==> config.mk <==
export PLATFORM = sky130hd
export DESIGN_NAME = tap_classifier
export DESIGN_NICKNAME = d
export VERILOG_FILES = /design/src/rtl/tap_classifier_pkg.sv /design/src/rtl/tap_classifier_sat_counter.sv /design/src/rtl/tap_classifier.sv
export SDC_FILE = /design/constraint.sdc
export NUM_CORES = 1
export LEC_CHECK = 0
export CAP_MARGIN = 20
export CORE_UTILIZATION = 41
export DETAILED_ROUTE_END_ITERATION = 10
export SETUP_SLACK_MARGIN = 0.05
export SKIP_LAST_GASP = 1
export SYNTH_ARGS = -nofsm -noshare
export SYNTH_HDL_FRONTEND = slang
export SYNTH_SLANG_ARGS = --single-unit
==> constraint.sdc <==
create_clock -name clk -period 5 [get_ports clk]
set_input_delay 1.5 -clock clk [delete_from_list [all_inputs] [get_ports clk]]
set_output_delay 1.5 -clock clk [all_outputs]
set_load 0.01 [all_outputs]
==> src/rtl/tap_classifier_pkg.sv <==
// Shared types for the tap classifier: FSM state encoding and last_event codes.
package tap_classifier_pkg;

    typedef enum logic [1:0] {
        IDLE = 2'd0,
        WAIT = 2'd1,
        LOCK = 2'd2
    } tap_state_t;

    localparam logic [1:0] EV_NONE   = 2'b00;
    localparam logic [1:0] EV_SINGLE = 2'b01;
    localparam logic [1:0] EV_DOUBLE = 2'b10;

endpackage

==> src/rtl/tap_classifier_sat_counter.sv <==
// Enable-driven incrementer that sticks at all-ones instead of wrapping.
module sat_counter #(
    parameter int W = 8
) (
    input  logic         clk,
    input  logic         reset,
    input  logic         en,
    output logic [W-1:0] count
);

    always_ff @(posedge clk) begin
        if (reset) begin
            count <= '0;
        end else if (en && (count != {W{1'b1}})) begin
            count <= count + W'(1);
        end
    end

endmodule

==> src/rtl/tap_classifier.sv <==
// Classifies debounced presses into single or double taps using a tick-based window,
// followed by a short lockout after each double tap.
module tap_classifier
    import tap_classifier_pkg::*;
#(
    parameter int WINDOW  = 4,
    parameter int LOCKOUT = 2,
    parameter int CNT_W   = 8
) (
    input  logic             clk,
    input  logic             reset,
    input  logic             press,
    input  logic             tick,
    output logic             single_tap,
    output logic             double_tap,
    output logic [1:0]       last_event,
    output logic [CNT_W-1:0] event_count,
    output logic             busy
);

    localparam int TMAX = (WINDOW > LOCKOUT) ? WINDOW : LOCKOUT;
    localparam int TW   = $clog2(TMAX + 1);
    localparam logic [TW-1:0] WIN_LAST  = TW'(WINDOW - 1);
    localparam logic [TW-1:0] LOCK_LAST = TW'(LOCKOUT - 1);

    tap_state_t    state;
    logic [TW-1:0] tcnt;
    logic          fire_single;
    logic          fire_double;

    // A press in WAIT beats a window-closing tick in the same cycle.
    assign fire_double = (state == WAIT) && press;
    assign fire_single = (state == WAIT) && !press && tick && (tcnt == WIN_LAST);

    always_ff @(posedge clk) begin
        if (reset) begin
            state      <= IDLE;
            tcnt       <= '0;
            single_tap <= 1'b0;
            double_tap <= 1'b0;
            last_event <= EV_NONE;
        end else begin
            single_tap <= 1'b0;
            double_tap <= 1'b0;
            case (state)
                IDLE: begin
                    if (press) begin
                        state <= WAIT;
                        tcnt  <= '0;
                    end
                end
                WAIT: begin
                    if (fire_double) begin
                        double_tap <= 1'b1;
                        last_event <= EV_DOUBLE;
                        state      <= LOCK;
                        tcnt       <= '0;
                    end else if (fire_single) begin
                        single_tap <= 1'b1;
                        last_event <= EV_SINGLE;
                        state      <= IDLE;
                        tcnt       <= '0;
                    end else if (tick) begin
                        tcnt <= tcnt + TW'(1);
                    end
                end
                LOCK: begin
                    if (tick) begin
                        if (tcnt == LOCK_LAST) begin
                            state <= IDLE;
                            tcnt  <= '0;
                        end else begin
                            tcnt <= tcnt + TW'(1);
                        end
                    end
                end
                default: begin
                    state <= IDLE;
                    tcnt  <= '0;
                end
            endcase
        end
    end

    assign busy = (state != IDLE);

    sat_counter #(.W(CNT_W)) u_event_count (
        .clk   (clk),
        .reset (reset),
        .en    (fire_single || fire_double),
        .count (event_count)
    );

endmodule
After elaboration in Yosys (flattened, before gate mapping)

Index checks and enable logic that the tools add are counted.

$add $sub $neg: 2
$mul: 0
Div/mod/pow operators: 0
Magnitude comparators: 0
Eq/ne operators: 10
Shift operators: 0
Multiplexer cells: 17
Bitwise logic cells: 1
Reduce and logical (&&, ||, !) cells: 15

Operators by type and width:

| cell                | count |
|---|---|
| $mux 3              | 6 |
| $mux 2              | 7 |
| $pmux 3 s3          | 1 |
| $add 8x1->8 const B | 1 |
| $ne 8x8->1 const B  | 1 |
| $ne 2x2->1 const B  | 3 |
| $pmux 2 s3          | 1 |
| $logic_and 1x1->1   | 5 |
| $ne 4x4->1 const B  | 1 |
| $reduce_and 4->1    | 1 |
| $reduce_bool 2->1   | 2 |
| $add 3x1->3 const B | 1 |
| $eq 3x1->1 const B  | 1 |
| $eq 3x2->1 const B  | 1 |
| $ne 3x3->1 const B  | 1 |
| $reduce_and 3->1    | 1 |
| $reduce_or 3->1     | 1 |
| $eq 2x1->1 const B  | 1 |
| $eq 2x2->1 const B  | 1 |
| $logic_not 2->1     | 1 |
| $mux 1              | 2 |
| $reduce_and 2->1    | 1 |
| $reduce_or 2->1     | 1 |
| $logic_not 1->1     | 1 |
| other kinds (2)     | 2 |

Flip-flop bits (word level): 17
Latch bits: 0
Bits in writable memories: 0
Bits in read-only memories: 0
Input bits: 4
Output and inout bits: 13
Word-level logic and storage cells: 51
Memories: 0

Logic depth before layout (Yosys ltp)

Gate-level depths: netlist (run 1).

Word-level depth: 7
Depth in mapped cells: 7
Depth with buffers taken out: 6

Cells and area by module

Synthesis (run 1) repeated with hierarchy kept, for this count alone.

Cell total of the unflattened synthesis: 96
Area, all modules: 899.6 um2

Modules (own cells, without submodules):

| module         | times used | cells an instance | area each (um2) | seq. area each (um2) |
|---|---|---|---|---|
| tap_classifier | 1          | 50                | 469.2           | 180.2 |
| sat_counter    | 1          | 46                | 430.4           | 160.2 |

Worst setup path before layout (run 1)

No wires, ideal clock.

Kind: in2reg
Start point: input port press
End point: register state[1]
Library setup time: 0.059 ns
Data arrival time: 2.363 ns
Data required time: 4.941 ns
Slack: 2.578 ns
Cell stages on the path: 4
Buffers on the path: 0
Cells stage by stage: or3b_1 > a22o_1 > a311oi_1 > a41o_1

Word-level cells in the longest chain between the ends: 6
Elaborated cells between the ends (all ways): 10
Classes of those cells: eq/ne (2); mux (2); reduce/logical (6)

RTL lines:

| item                              | line                 | source |
|---|---|---|
| start, declared                   | tap_classifier.sv:12 | `input logic press,` |
| $logic_not 1->1                   | tap_classifier.sv:33 | `assign fire_single = (state == WAIT) && !press && tick && (tcnt == WIN_LAST);` |
| $logic_and 1x1->1 (3 in series)   | tap_classifier.sv:33 |  |
| $ne 3x3->1 (no source line)       | n/a                  |  |
| $reduce_and 4->1 (no source line) | n/a                  |  |
| end signal, assigned              | tap_classifier.sv:37 | `state <= IDLE;` |
| end signal, assigned              | tap_classifier.sv:48 | `state <= WAIT;` |
| end signal, assigned              | tap_classifier.sv:56 | `state <= LOCK;` |
| end, declared                     | tap_classifier.sv:26 | `tap_state_t state;` |

Several ways; a longest one is shown, not always the timed one.
A chain may end at the register's enable or synchronous reset.

Final worst setup path (run 1)

Start point: register state[1]
End point: output port busy

Word-level cells in the longest chain between the ends: 1

RTL lines:

| item              | line                 | source |
|---|---|---|
| $reduce_bool 2->1 | tap_classifier.sv:85 | `assign busy = (state != IDLE);` |
| end, declared     | tap_classifier.sv:18 | `output logic busy` |

Every way passes these cells.

==> impl_results.md, run 1 <==
* Number of nets in the synthesized netlist at 115
* Via Count at 770
* Critical path type: reg2out
* Library cells used by synthesis at 35
* RSZ-0062 raised after global routing: no
* DR iter-0 viols at 13
* Tcrit/Tclk final at 0.613
* Input/output buffers at 16
* Post-CTS clock slew at the launch and capture registers of the worst setup and hold paths at 0.11 ns
* Most prevalent standard cell on the critical path: inv_1
* Clk_lat worst skew at 0.29 ns
* Routed length per placed instance at 12.8 um
* Static leakage at 0.000445 uW
* Required @ worst endpoint at 3.50 ns
* Clock tree root buffer cell: clkbuf_4
* CP cell instances: inv_1 > ha_1 > inv_1 > clkdlybuf4s50_1
* Clock Path Buffers at 2
* Crit path time final at 3.06 ns
* Vias per cell at 5.24
* Combinational share of power at 0.237
* Number of instances in the synthesized netlist at 102
* Total met2 wirelength after detailed routing at 799 um
* Synthesis-stage register bit count at 17
* Antenna violation net count after detailed routing at 0
* Worst Setup End Kind: primary output
* Net load switching power at 88.2 uW
* Hold buffer count at cts at 0
* Vias in the first global route at 699
* Number of sinks driven by the clock tree at 17
* Number of buffers inserted during clock tree synthesis at 3
* Post-Route WL at 1880 um
* Internal portion of total power at 202 uW
* Worst hold path type: reg2reg
* Number of instances resized during post-cts repair at 0
* Relative slew margins at 0.537
* Final hold violation count at 0
* Total number of H-tree levels at 1
* Number of inserted diodes at 0
* Area added between synthesis and finish at 22.0%
* Met3 wire length at 76 um
* Effective utilization at floorplan at 0.432
* Longest individual stage delay on the worst path at 0.54 ns
* Final worst-path setup slack at 1.94 ns
* TritonCTS clock tree: yes
* Final sum of negative setup slack at 0 ns
* Post-layout power at 290 uW
* Final Instance Count excl. Fillers at 147
* Global-route usage over all layers at 0.166
* Arrival time of the worst setup path at 1.56 ns
* Switching share of power at 0.304
* Post-CTS setup buffer count at 0
* Slowest cell on the critical path: clkdlybuf4s50_1
* Number of placement rows at 17
* Number of ports placed on the die boundary at 17
* Critical path's top delay family: buffers and inverters
* Routed metal-1 wire length at 989 um
* Worst setup skew after layout at 0.00263 ns
* Crit path buf inv count at 3
* Horiz. Die Dim at 50.0 um
* Tightest Pin Transition at 0.692 ns
* Floorplan core area at 2190 sq um
* Warnings from Yosys at 0
* Initial DRT Pass Iterations at 4
* Cell Area, Synth at 946 sq um
* Final hold slack at 0.468 ns
* Status: finished clean
* Highest clock frequency the design can meet at 326 MHz
* Count of endpoints failing setup in the final report at 0
* Proportion of synthesized chip area in sequential cells at 0.360
* Clock group share of total power at 0.261
* Sort of element at the start of the critical path: flop
* Post-placement cell count at 143
* Fraction of layout instances using a drive strength above 1 at 0.0672
* Antenna violations before repair at 0
* Final number of max-transition violations at 0
* Maxcap violations at 0
* Pwr per Cell Area at 251 nW/um^2
* Height of the chip at 50.0 um
* Leading cell type in the layout, fill and taps excluded: dfxtp_1
* Worst-path fanout max at 4
* Overall die area at 2500 sq um
* First-pass GRT wire length at 3190 um
* Net total in the final layout at 133
* Pin count of the biggest net entering global routing at 19
* Drt drc at 0
* Highest signal layer in the routed design: met4
* IR Drop Worst-Case VDD at 0.000157 V
* Total overflow reported by the global router at 0
* Final GP Congestion at 0.783
* Share of total power in sequential cells at 0.501
* Mean cell area of the mapped netlist at 9.27 sq um
* Highest-count cells in the layout ignoring fill and taps: dfxtp_1, clkdlybuf4s50_1, ha_1
* Post-placement setup slack at 1.92 ns
* Post-DP HPWL at 1340 um
[cells by family (layout without fill, tap and decap cells)]
family,Yosys count,count (layout),share of synthesized area
adders and majority gates,9,9,0.119
AOI/OAI and AO/OA,27,27,0.221
xor gates and xnor gates,4,4,0.0370
muxes,4,4,0.0437
buffers and inverters,11,28,0.0476
DFF,17,17,0.360
and+or+nand+nor,30,30,0.172
[synthesized netlist by cell type]
master,count,area [sq um]
a211oi_1,1,7.51
a21o_1,3,22.5
a21o_4,1,15.0
a21oi_1,7,35.0
a221oi_1,1,8.76
a22o_1,1,8.76
a311oi_1,1,8.76
a31o_1,1,8.76
a41o_1,2,20.0
and3_1,1,6.26
and4_1,1,8.76
buf_1,1,3.75
buf_4,1,7.51
clkbuf_1,1,3.75
dfxtp_1,17,340
ha_1,9,113
inv_1,8,30.0
mux2_2,1,11.3
mux2i_1,3,30.0
nand2_1,6,22.5
nand2b_1,4,25.0
nand3_1,2,10.0
nand3_2,1,10.0
nand4_1,2,12.5
nor2_1,7,26.3
nor2b_1,2,12.5
nor3_1,1,5.00
o2111ai_1,3,26.3
o211ai_1,1,7.51
o211ai_2,1,12.5
o22ai_1,2,12.5
o31ai_1,2,15.0
or3b_1,1,8.76
or4_1,2,15.0
xor2_1,4,35.0
[routing by layer]
metal  vias to the layer above  global-route usage
met5                         -                   0
met4                         0              0.0571
met3                         2              0.0278
met2                        22               0.242
met1                       340               0.242
li1                        406                   -
[tightest hold or removal path, cell delays in order, from the launching register on]
cell	delay, ns
dfxtp_1	0.33
nand2_1	0.05
a21oi_1	0.05
[worst paths after layout]
path | from | endpoint | slack [ns] | cells after the start
max | state[1] | busy | 1.94 | 4
min | last_event[1] | last_event[1] | 0.47 | 2
max reg2reg | state[1] | state[1] | 3.09 | 6
min reg2reg | last_event[1] | last_event[1] | 0.47 | 2
[flip-flops by register name, indices dropped and copies added, names as in the netlist]
signal,count
u_event_count.count,8
state,2
tcnt,3
single_tap,1
double_tap,1
last_event,2
[layout make-up]
class,count,area (sq um)
sequential,17,340
clock inverter,1,5.00
fill,219,1040
multi-input combinational,74,561
clock buffer,3,22.5
tap,28,35.0
inverter,8,30.0
timing repair buffer,16,160
[metrics by stage]
step                      utilization  instance area, sq um
final                           0.527                  1150
after global routing            0.527                  1150
after CTS                       0.527                  1150
after detailed placement        0.514                  1130
after global placement          0.514                  1130
after floorplan                     -                   946
[power groups by stage]
stage | Combinational [uW] | Clock, uW | Sequential (uW)
after global routing | 76.1 | 85.4 | 147
after CTS | 69.0 | 78.7 | 146
final | 68.9 | 75.8 | 145
after detailed placement | 68.6 | 0 | 149
after floorplan | 45.6 | 0 | 150
after global placement | 67.5 | 0 | 148
No activity file was read; power rests on OpenSTA's default activity.
==> run 2: changes to the inputs <==
PLACE_DENSITY = 0.67   (was not set)
clock period = 2.48 ns   (was 5 ns; I/O delays follow)
==> run 2 against run 1 <==
Against the previous run: via count rose by 2.7%; first-iteration DRC count rose by 31%; die area did not move; highest routed layer unchanged.
==> impl_results.md, run 2 (synthesis gave the netlist of run 1 again) <==
* IR Drop Worst-Case VDD at 0.000365 V (+130%)
* Arrival time of the worst setup path at 1.54 ns (-0.02 ns)
* Effective utilization at floorplan at 0.432 (unchanged)
* Highest clock frequency the design can meet at 437 MHz
* Vias in the first global route at 782 (+12%)
* Final GP Congestion at 0.779 (-0.55%)
* Total number of H-tree levels at 1 (unchanged)
* Number of placement rows at 17 (unchanged)
* Pin count of the biggest net entering global routing at 13 (-6)
* Sort of element at the start of the critical path: flop
* Static leakage at 0.000452 uW (+1.5%)
* Final Instance Count excl. Fillers at 149 (+1.4%)
* Post-layout power at 578 uW (+99%)
* Highest-count cells in the layout ignoring fill and taps: dfxtp_1, clkdlybuf4s50_1, ha_1
* Registers with the highest flip-flop counts: u_event_count.count: 8 flops, tcnt: 3 flops
* Number of inserted diodes at 0 (unchanged)
* Critical path's top delay family: buffers and inverters
* Longest individual stage delay on the worst path at 0.53 ns (about the same)
* Worst-path fanout max at 4 (unchanged)
* Slowest cell on the critical path: clkdlybuf4s50_1
* Hold buffer count at cts at 0 (unchanged)
* Clock tree root buffer cell: clkbuf_4
* Clock group share of total power at 0.249 (-0.012)
* Fraction of layout instances using a drive strength above 1 at 0.0744 (+0.00715)
* Net load switching power at 167 uW (+89%)
* Tcrit/Tclk final at 0.922
* Global-route usage over all layers at 0.170 (+0.00427)
* Antenna violations before repair at 0 (unchanged)
* Worst hold path type: reg2reg
* Pwr per Cell Area at 495 nW/um^2 (+97%)
* RSZ-0062 raised after global routing: no
* Height of the chip at 50.0 um (unchanged)
* Share of total power in sequential cells at 0.507 (+0.006)
* Leading cell type in the layout, fill and taps excluded: dfxtp_1
* Number of buffers inserted during clock tree synthesis at 3 (unchanged)
* GR Layer Usage met3 at 0.0278 (unchanged)
* DR iter-0 viols at 17 (+4)
* Initial DRT Pass Iterations at 4 (unchanged)
* Number of instances resized during post-cts repair at 0 (unchanged)
* Floorplan core area at 2190 sq um (unchanged)
* Post-DP HPWL at 1420 um (+5.9%)
* TritonCTS clock tree: yes
* Crit path time final at 2.29 ns
* Tightest Pin Transition at 0.408 ns (-0.284 ns)
* Post-CTS clock slew at the launch and capture registers of the worst setup and hold paths at 0.09 ns (-0.02 ns)
* Maxcap violations at 0 (unchanged)
* Area added between synthesis and finish at 23.4%
* Number of fill cells in the layout at 198 (-9.6%)
* Clk_lat worst skew at 0.29 ns (about the same)
* Most prevalent standard cell on the critical path: inv_1
* Number of sinks driven by the clock tree at 17 (unchanged)
* Met1 capacity usage during global routing at 0.224 (-0.0177)
* Post-Route WL at 1870 um (-0.53%)
* Routed length per placed instance at 12.6 um (-1.9%)
* Global routing met2 resource utilization at 0.271 (+0.0289)
* Relative slew margins at 0.727 (+0.190)
* Critical path type: reg2out
* Switching share of power at 0.288 (-0.0162)
* Status: finished clean
* Net total in the final layout at 135 (+1.5%)
* Overall die area at 2500 sq um (unchanged)
* Internal portion of total power at 412 uW (+100%)
* Required @ worst endpoint at 1.74 ns (-1.76 ns)
* Register ranked first by flip-flop count: u_event_count.count
* Combinational share of power at 0.244 (+0.007)
* Final number of max-transition violations at 0 (unchanged)
* Final sum of negative setup slack at 0 ns (unchanged)
* Count of endpoints failing setup in the final report at 0 (unchanged)
* Worst setup skew after layout at 0.00567 ns (+0.00304 ns)
* CP cell instances: inv_1 > ha_1 > inv_1 > clkdlybuf4s50_1
* Via Count at 791 (+2.7%)
* Total overflow reported by the global router at 0 (unchanged)
* Horiz. Die Dim at 50.0 um (unchanged)
* Drt drc at 0 (unchanged)
* Crit path buf inv count at 3 (unchanged)
* First-pass GRT wire length at 3320 um (+4.1%)
* Vias per cell at 5.31 (+1.3%)
* Grt peak-use layer: met2
* Antenna violation net count after detailed routing at 0 (unchanged)
* Clock Path Buffers at 2 (unchanged)
* Post-CTS setup buffer count at 0 (unchanged)
* Number of ports placed on the die boundary at 17 (unchanged)
* Final hold violation count at 0 (unchanged)
* Worst Setup End Kind: primary output
* Input/output buffers at 16 (unchanged)
* Largest register FFs at 8 (unchanged)
* Post-placement cell count at 145 (+1.4%)
==> run 2: layout make-up <==
cell class	instances	area, sq um	area share
clock buffers	4	26.3	0.0225
inverters	8	30.0	0.0257
multi-input cells	74	561	0.480
flip-flops and latches	17	340	0.292
well taps	28	35.0	0.0300
repair buffers	18	175	0.150
==> run 2: metrics by stage <==
step           cell area [sq um]  setup slack (ns)  utilization  hold WS (ns)
4_1_cts                     1170             0.180        0.533         0.473
3_3_place_gp                1140             0.227        0.521         0.449
2_1_floorplan                946             0.805            -         0.481
6_report                    1170             0.192        0.533         0.466
5_1_grt                     1170            0.0927        0.533         0.514
3_5_place_dp                1140             0.177        0.521         0.454
==> run 2: routing by layer <==
| layer | share of wire | routed length [um] |
|---|---|---|
| met4 | 0.019 | 36 |
| met5 | 0 | 0 |
| met2 | 0.43 | 796 |
| met1 | 0.52 | 970 |
| met3 | 0.036 | 68 |
==> run 2: worst min-delay path, stage by stage (launching register included) <==
cell	delay [ns]
dfxtp_1	0.32
nand2_1	0.05
a21oi_1	0.05
==> run 2: power by group through the flow <==
| stage | clock network [uW] | registers (uW) | logic [uW] |
|---|---|---|---|
| 2_1_floorplan | 0 | 302 | 92.0 |
| 3_3_place_gp | 0 | 299 | 137 |
| 3_5_place_dp | 0 | 300 | 139 |
| 4_1_cts | 153 | 294 | 140 |
| 5_1_grt | 168 | 296 | 157 |
| 6_report | 144 | 293 | 141 |
==> run 2: path summary, 6_finish.rpt <==
path	cells past startpoint	start	endpoint	slack, ns
setup / recovery	4	state[1]	busy	0.19
setup reg to reg	6	state[1]	state[1]	0.59
hold reg to reg	2	last_event[1]	last_event[1]	0.47
hold / removal	2	last_event[1]	last_event[1]	0.47
==> run 3: changes to the inputs <==
PLACE_DENSITY = not set   (was 0.67)
SETUP_SLACK_MARGIN = 0.4   (was 0.05)
clock period = 2.6 ns   (was 2.48 ns; I/O delays follow)
==> run 3 against run 2 <==
Against the previous run: non-clock buffer count grew 1; die area is the same; design area grew 0.54%; sequential share of layout area shrank 0.16 points; sequential power shrank 4%; sequential cell count is the same; total power shrank 3.7%; critical path depth shrank 3; hold slack gained 0.0015 ns; worst setup slack gained 0.32 ns; core utilization grew 0.29 points; clock skew grew 0.00076 ns.
==> impl_results.md, run 3 (synthesis gave the netlist of run 1 again) <==
* Effective utilization at floorplan at 0.432 (unchanged)
* Input/output buffers at 16 (unchanged)
* Floorplan core area at 2190 sq um (unchanged)
* Antenna violations before repair at 0 (unchanged)
* Status: finished clean
* Sort of element at the start of the critical path: flop
* Overall die area at 2500 sq um (unchanged)
* Static leakage at 0.000460 uW (+1.7%)
* Initial DRT Pass Iterations at 4 (unchanged)
* Number of buffers inserted during clock tree synthesis at 3 (unchanged)
* Number of sinks driven by the clock tree at 17 (unchanged)
* Worst setup skew after layout at 0.00643 ns (+0.000756 ns)
* Hold buffer count at cts at 0 (unchanged)
* Global-route usage over all layers at 0.186 (+0.0155)
* Critical path's top delay family: buffers and inverters
* Post-placement cell count at 146 (+0.69%)
* Relative slew margins at 0.741 (+0.0143)
* Final sum of negative setup slack at 0 ns (unchanged)
* Number of fill cells in the layout at 222 (+12%)
* IR Drop Worst-Case VDD at 0.000346 V (-5.5%)
* Net total in the final layout at 136 (+0.74%)
* Area added between synthesis and finish at 24.1%
* Leading cell type in the layout, fill and taps excluded: dfxtp_1
* Crit path time final at 2.09 ns
* Final GP Congestion at 0.799 (+2.6%)
* Maxcap violations at 0 (unchanged)
* Height of the chip at 50.0 um (unchanged)
* Via Count at 821 (+3.8%)
* Crit path buf inv count at 1 (-2)
* Net load switching power at 166 uW (about the same)
* Antenna violation net count after detailed routing at 0 (unchanged)
* Routed length per placed instance at 13.3 um (+6.2%)
* Registers with the highest flip-flop counts: u_event_count.count: 8 flops, tcnt: 3 flops
* Total number of H-tree levels at 1 (unchanged)
* Longest individual stage delay on the worst path at 0.57 ns (+0.04 ns)
* Vias in the first global route at 792 (+1.3%)
* Number of ports placed on the die boundary at 17 (unchanged)
* Post-layout power at 557 uW (-3.7%)
* First-pass GRT wire length at 3460 um (+4.2%)
* Worst Setup End Kind: primary output
* Pin count of the biggest net entering global routing at 13 (unchanged)
* Post-Route WL at 2000 um (+7.0%)
* Pwr per Cell Area at 475 nW/um^2 (-4.2%)
* Clock group share of total power at 0.258 (+0.009)
* Combinational share of power at 0.240 (-0.004)
* Final hold violation count at 0 (unchanged)
* Switching share of power at 0.299 (+0.0108)
* Drt drc at 0 (unchanged)
* TritonCTS clock tree: yes
* Fraction of layout instances using a drive strength above 1 at 0.0820 (+0.00759)
* Clk_lat worst skew at 0.29 ns (about the same)
* Required @ worst endpoint at 1.82 ns (+0.08 ns)
* Worst-path fanout max at 6 (+2)
* Share of total power in sequential cells at 0.502 (-0.005)
* Tightest Pin Transition at 0.388 ns (-0.0202 ns)
* Post-CTS setup buffer count at 0 (unchanged)
* Slowest cell on the critical path: clkdlybuf4s50_1
* Arrival time of the worst setup path at 1.31 ns (-0.23 ns)
* Horiz. Die Dim at 50.0 um (unchanged)
* Highest clock frequency the design can meet at 479 MHz
* Final Instance Count excl. Fillers at 150 (+0.67%)
* Clock Path Buffers at 2 (unchanged)
* Post-CTS clock slew at the launch and capture registers of the worst setup and hold paths at 0.10 ns (about the same)
* Critical path type: reg2out
* Worst hold path type: reg2reg
* Internal portion of total power at 391 uW (-5.1%)
* CP cell instances: clkdlybuf4s50_1
* RSZ-0062 raised after global routing: no
* Highest-count cells in the layout ignoring fill and taps: dfxtp_1, clkdlybuf4s50_1, ha_1
* Final number of max-transition violations at 0 (unchanged)
* Largest register FFs at 8 (unchanged)
* DR iter-0 viols at 13 (-4)
* Clock tree root buffer cell: clkbuf_4
* Number of inserted diodes at 0 (unchanged)
* Register ranked first by flip-flop count: u_event_count.count
* Post-DP HPWL at 1540 um (+8.5%)
* Number of placement rows at 17 (unchanged)
* Tcrit/Tclk final at 0.803
* Total overflow reported by the global router at 0 (unchanged)
* Vias per cell at 5.47 (+3.1%)
* Number of instances resized during post-cts repair at 1 (+1)
* Count of endpoints failing setup in the final report at 0 (unchanged)
## run 3: cell types whose count changed in the layout (fill, tap and decap cells not counted), sizes merged
cell           before  now
buf                 2    3
clkdlybuf4s50      16   15
dlygate4sd2         0    1
## run 3: metrics by stage
step | instance area (sq um) | utilization | hold slack (ns) | worst slack (ns)
final | 1170 | 0.536 | 0.467 | 0.513
after global routing | 1170 | 0.536 | 0.502 | 0.438
after CTS | 1170 | 0.536 | 0.474 | 0.504
after detailed placement | 1150 | 0.524 | 0.456 | 0.299
after global placement | 1150 | 0.524 | 0.452 | 0.350
after floorplan | 946 | - | 0.481 | 0.898
## run 3: cell type report
cell class | instances | area [sq um] | area share
repair buffers | 19 | 181 | 0.155
well taps | 28 | 35.0 | 0.0299
multi-input cells | 74 | 561 | 0.478
clock buffers | 4 | 26.3 | 0.0224
flip-flops and latches | 17 | 340 | 0.290
inverters | 8 | 30.0 | 0.0256
## run 3: power groups by stage
stage | Clock, uW | Combinational, uW | Sequential [uW]
after floorplan | 0 | 87.7 | 288
after global placement | 0 | 136 | 285
after detailed placement | 0 | 136 | 286
after CTS | 148 | 134 | 280
after global routing | 160 | 150 | 282
final | 143 | 134 | 280
## run 3: worst paths after layout
check | to | slack (ns) | depth (start not counted) | from
setup reg to reg | state[1] | 0.74 | 6 | state[1]
hold reg to reg | last_event[1] | 0.47 | 2 | last_event[1]
setup / recovery | event_count[2] | 0.51 | 1 | u_event_count.count[2]
hold / removal | last_event[1] | 0.47 | 2 | last_event[1]
## run 3: per-layer routing
metal	vias to the layer above	global-route usage	wire length (um)
li1	412	-	-
met1	390	0.234	974
met2	15	0.289	918
met3	4	0.0432	71
met4	0	0.100	36
met5	-	0	0
## run 3: worst min-delay path, cell delays in order (launching register included)
cell and delay [ns]:
dfxtp_1 0.32, nand2_1 0.05, a21oi_1 0.05
